`src/rtl/game_pkg.sv`:
```
// Shared types and widths for the reaction-game sequencer, decoder and display path.
package game_pkg;

    typedef enum logic [1:0] {
        IDLE      = 2'd0,
        COUNTDOWN = 2'd1,
        PLAY      = 2'd2,
        DONE      = 2'd3
    } state_e;

    localparam int REACTION_W = 14;
    localparam int CD_W       = 4;
    localparam int MS_PER_SEC = 1000;
    localparam int MS_W       = 10;

endpackage

```
`src/rtl/tick_prescaler.sv`:
```
// Divides the system clock down to a one-cycle ms_tick; clear restarts the period
// so the first tick lands exactly TICK_DIV cycles after a clear.
module tick_prescaler #(
    parameter int TICK_DIV = 100000
) (
    input  logic clk,
    input  logic reset_n,
    input  logic clear,
    output logic ms_tick
);

    localparam int CNT_W = (TICK_DIV > 1) ? $clog2(TICK_DIV) : 1;
    localparam logic [CNT_W-1:0] LAST = CNT_W'(TICK_DIV - 1);

    logic [CNT_W-1:0] cnt_q, cnt_d;
    logic             ms_tick_q, ms_tick_d;

    // Next prescaler count and registered wrap flag
    always_comb begin
        cnt_d = cnt_q;
        if (clear) begin
            cnt_d = '0;
        end else if (cnt_q == LAST) begin
            cnt_d = '0;
        end else begin
            cnt_d = cnt_q + CNT_W'(1);
        end
        ms_tick_d = (cnt_d == LAST);
    end

    // Prescaler state register
    always_ff @(posedge clk or negedge reset_n) begin
        if (!reset_n) begin
            cnt_q     <= '0;
            ms_tick_q <= 1'b0;
        end else begin
            cnt_q     <= cnt_d;
            ms_tick_q <= ms_tick_d;
        end
    end

    assign ms_tick = ms_tick_q;

endmodule

```
`src/rtl/game_sequencer.sv`:
```
// Reaction-game state engine: turns start/hit buttons into phase levels,
// the countdown digit and the measured reaction time.
module game_sequencer
    import game_pkg::*;
#(
    parameter int TICK_DIV   = 100000,
    parameter int COUNT_SECS = 3,
    parameter int TIMEOUT_MS = 5000
) (
    input  logic                  clk,
    input  logic                  reset_n,
    input  logic                  start_btn,
    input  logic                  hit_btn,
    output logic                  countdown_start,
    output logic                  game_start,
    output logic                  game_finish,
    output logic [CD_W-1:0]       countdown_val,
    output logic [REACTION_W-1:0] reaction_ms,
    output logic                  timeout,
    output logic                  false_start
);

    localparam logic [CD_W-1:0]       CD_INIT = CD_W'(COUNT_SECS);
    localparam logic [REACTION_W-1:0] TO_MAX  = REACTION_W'(TIMEOUT_MS);
    localparam logic [MS_W-1:0]       MS_LAST = MS_W'(MS_PER_SEC - 1);

    state_e                state_q, state_d;
    logic [CD_W-1:0]       countdown_val_q, countdown_val_d;
    logic [MS_W-1:0]       ms_in_sec_q, ms_in_sec_d;
    logic [REACTION_W-1:0] reaction_ms_q, reaction_ms_d;
    logic                  timeout_q, timeout_d;
    logic                  false_start_q, false_start_d;
    logic                  start_prev_q, hit_prev_q;
    logic [2:0]            phase_q, phase_d;
    logic                  start_rise_s, hit_rise_s, ms_tick_s, clear_s;
    logic [REACTION_W-1:0] reaction_inc_s;

    assign start_rise_s = start_btn & ~start_prev_q;
    assign hit_rise_s   = hit_btn & ~hit_prev_q;
    // Every state entry restarts the ms period.
    assign clear_s      = (state_d != state_q);

    tick_prescaler #(.TICK_DIV(TICK_DIV)) u_tick (
        .clk     (clk),
        .reset_n (reset_n),
        .clear   (clear_s),
        .ms_tick (ms_tick_s)
    );

    // Next state, counters and results
    always_comb begin
        state_d         = state_q;
        countdown_val_d = countdown_val_q;
        ms_in_sec_d     = ms_in_sec_q;
        reaction_ms_d   = reaction_ms_q;
        timeout_d       = timeout_q;
        false_start_d   = false_start_q;
        // A tick coinciding with a hit still counts, so a hit on the timeout tick reports TIMEOUT_MS.
        reaction_inc_s  = ms_tick_s ? (reaction_ms_q + REACTION_W'(1)) : reaction_ms_q;

        case (state_q)
            IDLE: begin
                if (start_rise_s) begin
                    state_d = COUNTDOWN;
                end else begin
                    state_d = IDLE;
                end
            end
            COUNTDOWN: begin
                if (hit_rise_s) begin
                    state_d         = DONE;
                    false_start_d   = 1'b1;
                    countdown_val_d = '0;
                end else if (ms_tick_s) begin
                    if (ms_in_sec_q == MS_LAST) begin
                        ms_in_sec_d = '0;
                        if (countdown_val_q == CD_W'(1)) begin
                            state_d         = PLAY;
                            countdown_val_d = '0;
                            reaction_ms_d   = '0;
                        end else begin
                            countdown_val_d = countdown_val_q - CD_W'(1);
                        end
                    end else begin
                        ms_in_sec_d = ms_in_sec_q + MS_W'(1);
                    end
                end else begin
                    state_d = COUNTDOWN;
                end
            end
            PLAY: begin
                if (hit_rise_s) begin
                    state_d       = DONE;
                    reaction_ms_d = reaction_inc_s;
                end else if (ms_tick_s) begin
                    reaction_ms_d = reaction_inc_s;
                    if (reaction_inc_s == TO_MAX) begin
                        state_d   = DONE;
                        timeout_d = 1'b1;
                    end else begin
                        state_d = PLAY;
                    end
                end else begin
                    state_d = PLAY;
                end
            end
            DONE: begin
                if (start_rise_s) begin
                    state_d = COUNTDOWN;
                end else begin
                    state_d = DONE;
                end
            end
            default: begin
                state_d = IDLE;
            end
        endcase

        if ((state_d == COUNTDOWN) && (state_q != COUNTDOWN)) begin
            countdown_val_d = CD_INIT;
            ms_in_sec_d     = '0;
            reaction_ms_d   = '0;
            timeout_d       = 1'b0;
            false_start_d   = 1'b0;
        end else begin
            ms_in_sec_d = ms_in_sec_d;
        end

        case (state_d)
            COUNTDOWN: phase_d = 3'b100;
            PLAY:      phase_d = 3'b010;
            DONE:      phase_d = 3'b001;
            default:   phase_d = 3'b000;
        endcase
    end

    // State, counter, result and button-history registers
    always_ff @(posedge clk or negedge reset_n) begin
        if (!reset_n) begin
            state_q         <= IDLE;
            countdown_val_q <= '0;
            ms_in_sec_q     <= '0;
            reaction_ms_q   <= '0;
            timeout_q       <= 1'b0;
            false_start_q   <= 1'b0;
            start_prev_q    <= 1'b0;
            hit_prev_q      <= 1'b0;
            phase_q         <= 3'b000;
        end else begin
            state_q         <= state_d;
            countdown_val_q <= countdown_val_d;
            ms_in_sec_q     <= ms_in_sec_d;
            reaction_ms_q   <= reaction_ms_d;
            timeout_q       <= timeout_d;
            false_start_q   <= false_start_d;
            start_prev_q    <= start_btn;
            hit_prev_q      <= hit_btn;
            phase_q         <= phase_d;
        end
    end

    assign countdown_start = phase_q[2];
    assign game_start      = phase_q[1];
    assign game_finish     = phase_q[0];
    assign countdown_val   = countdown_val_q;
    assign reaction_ms     = reaction_ms_q;
    assign timeout         = timeout_q;
    assign false_start     = false_start_q;

endmodule

```
`config.mk`:
```
export PLATFORM = sky130hd
export DESIGN_NAME = game_sequencer
export DESIGN_NICKNAME = d
export VERILOG_FILES = /design/src/rtl/game_pkg.sv /design/src/rtl/tick_prescaler.sv /design/src/rtl/game_sequencer.sv
export SDC_FILE = /design/constraint.sdc
export NUM_CORES = 1
export LEC_CHECK = 0
export ABC_AREA = 1
export CAP_MARGIN = 10
export CORE_AREA = 2 2 94 96
export CTS_CLUSTER_DIAMETER = 60
export DETAILED_ROUTE_END_ITERATION = 16
export DIE_AREA = 0 0 96 98
export PLACE_DENSITY_LB_ADDON = 0.3
export SYNTH_ARGS = -nofsm -noshare
export SYNTH_HDL_FRONTEND = slang
export SYNTH_HIERARCHICAL = 1
export SYNTH_SLANG_ARGS = --single-unit
```
`constraint.sdc`:
```
create_clock -name clk -period 3.4 [get_ports clk]
set_clock_uncertainty 0.15 [all_clocks]
set_input_delay 0.68 -clock clk [delete_from_list [all_inputs] [get_ports clk]]
set_output_delay 0.68 -clock clk [all_outputs]
set_load 0.1 [all_outputs]
```
==> run metrics <==
die height=between 90 and 100 microns; Synth Cell Area=3690 sq um; vias per cell=slightly above 5; CTS max path bufs=2; Async S/R FF share, synth=100%; top cells by count, synth=146 x nand2_1, 72 x nor2_1, 68 x inv_1; Syn Inst Count=~540; Post-CTS Resized=0; area delta synth->final=12.4%; # IOs=27; DRC viols=0; clock slew seen by the registers of the worst setup and hold paths=~100 ps; library cells used by synthesis=38; Synth warnings=6; top-area cell type share of the netlist area=a little under two fifths; Leak=~2.0 nW; Initial Util=43.6%; Min-Delay Path Class=input pin to async pin; CP max FO=5; Max Clk Rate=0.357 GHz; CTS Buf Count=5; GP Congestion=around 0.9; Final Hold Fails=0; largest net degree at the start of global routing=56; root buffer cell=clkbuf_8; syn_nets=553; Core ar.=8470 sq um; cell with the most instances after synthesis=nand2_1; Cell Rows=34; IO buf count=26; share of post-route cells with drive strength above 1=15.9%; CTS tree=done; setup TNS=0 ps; Overflow after GRT=0; worst reg-to-reg path cell count=20; Pre-antenna DRT Iters=5; status=finished clean; worst hold slack=approximately 340 ps; CP arrival=roughly 2900 ps; Diodes inserted=0; Setup Crit Path Kind=register to register; ranking of synthesized cells by area=dfrtp_1 37%, nand2_1 15%, nand3_1 7.5%, nor2_1 7.3%, inv_1 6.9%; # clock sinks=55; later-pin clock latency in the skew report=between 300 and 400 ps; per-cell routed wire length=roughly 12 microns; via count=3508; maximum vdd ir drop=0.000191 V; number of global-route vias before repair=around 3300; top_reg_cell synth=dfrtp_1; hold buffers post-CTS=0; Post-DP HPWL=around 6300 microns; die area=around 9400 sq um; sequential-to-total area share from yosys stat=37.3%; Max Slew Vio Count=0; Placement Setup Slack=416 ps; Tot GR Track Use=19.5%; die width=96 microns; EDFF count, synth=0; Startpoint Class=register; initial antenna violation count=0; Final period util=approximately 82%; H-tree depth=2; Cell Pwr Density=between 400 and 500 nW/um^2; Iteration-0 DRC Markers=196; Avg Cell Area, Syn=6.79 sq um; Final WS setup=602 ps; Total Wirelength=~8500 microns; worst slew pin tran=about 700 ps; Post-CTS Setup Bufs=0; CP Data Required Time=between 3000 and 4000 ps; minimum clock period=between 2000 and 3000 ps; RSZ-0062 raised after global routing=no; total chip power=between 1.5 and 2 mW; number of max-cap violations=0; ANT nets after route=0; Slew HR=between 50% and 60%; Setup Viol. Count Final=0; CP endpoint kind=register; number of synthesized register bits=55; fin nets=about 590; Synth area leader=dfrtp_1; global-route wire length before repair=14800 microns
[logic make-up (layout without fill, tap and decap cells)]
group / count (synthesis) / count (layout) / share of synthesized area [%]
AOI/OAI and AO/OA: 40 / 40 / 6.20
adders and majority gates: 5 / 5 / 1.69
and+or+nand+nor: 339 / 339 / 42.6
buffers and inverters: 97 / 131 / 10.4
xor gates and xnor gates: 8 / 8 / 1.90
DFF: 55 / 55 / 37.3
[critical path, cell delays in order, from the launching register on]
cell	delay, ps
dfrtp_1	450
ha_1	220
nand2_2	130
inv_2	80
nand2_1	90
nand2_1	60
nand2_1	100
nand2_1	70
nor2_1	100
nand2_1	80
nor2_2	90
nand2_2	80
nand2_4	90
nand2_1	80
o21ai_1	320
buf_4	210
inv_1	50
nand4_1	80
nor2_1	40
nand3_1	70
nor2_1	40
[placed cells by master (no fill, tap or decap), types with 11 or more instances in the layout]
| cell type | Yosys | routed |
|---|---|---|
| inv_2 | 20 | 20 |
| nand4_1 | 20 | 20 |
| o21ai_0 | 11 | 11 |
| buf_4 | 2 | 32 |
| nand2_1 | 146 | 146 |
| dfrtp_1 | 55 | 55 |
| inv_1 | 68 | 68 |
| nor2_1 | 72 | 72 |
| a21oi_1 | 11 | 11 |
| nand3_1 | 55 | 55 |
[flip-flops by register name (all words and copies together), names as in the netlist]
name	cells
countdown_val	4
false_start	1
hit_prev_q	1
ms_in_sec_q	10
phase_q	3
reaction_ms	14
start_prev_q	1
state_q	2
timeout	1
u_tick/cnt_q	17
u_tick/ms_tick	1
[cell type report]
| cell class | instances | area (sq um) |
|---|---|---|
| Fill cell | 846 | 4310 |
| Multi-Input combinational cell | 392 | 1930 |
| Sequential cell | 55 | 1380 |
| Inverter | 88 | 330 |
| Timing Repair Buffer | 35 | 265 |
| Tap cell | 108 | 135 |
| Clock buffer | 6 | 72.6 |
| Clock inverter | 2 | 38.8 |
[through the flow]
step                std cells  util [%]  instance area (sq um)
global placement          678      47.7                   4040
global route              686      49.1                   4150
detailed placement        678      47.7                   4040
CTS                       686      49.1                   4150
floorplan                 544         -                   3690
finish                    686      49.1                   4150
[power breakdown]
part | switching, mW | internal [mW] | total [mW] | leakage [nW]
Sequential | 0.0389 | 0.697 | 0.736 | 0.742
Combinational | 0.390 | 0.130 | 0.520 | 1.24
Clock | 0.228 | 0.223 | 0.451 | 0.0558
Total | 0.657 | 1.05 | 1.71 | 2.04
[routing by layer]
layer | vias to the layer above | track usage (%) | routed length (microns)
met1 | 1622 | 27.4 | 3970
met2 | 93 | 31.5 | 4000
met4 | 0 | 4.95 | 99
met5 | - | 0 | 0
met3 | 9 | 2.93 | 376
li1 | 1784 | - | -
[final timing paths]
check                                      startpoint                         end  slack (ps)
min in group clk            u_tick/cnt_q[0]$_DFF_PN0_   u_tick/cnt_q[0]$_DFF_PN0_         340
min reg2reg                 u_tick/cnt_q[0]$_DFF_PN0_   u_tick/cnt_q[0]$_DFF_PN0_         340
max reg2reg                reaction_ms[1]$_DFFE_PN0P_    u_tick/ms_tick$_DFF_PN0_         600
min                                           reset_n  reaction_ms[2]$_DFFE_PN0P_         340
max                        reaction_ms[1]$_DFFE_PN0P_    u_tick/ms_tick$_DFF_PN0_         600
max in group asynchronous                     reset_n   u_tick/cnt_q[8]$_DFF_PN0_        2290
Note: power is estimated with default switching activity, not from simulation.
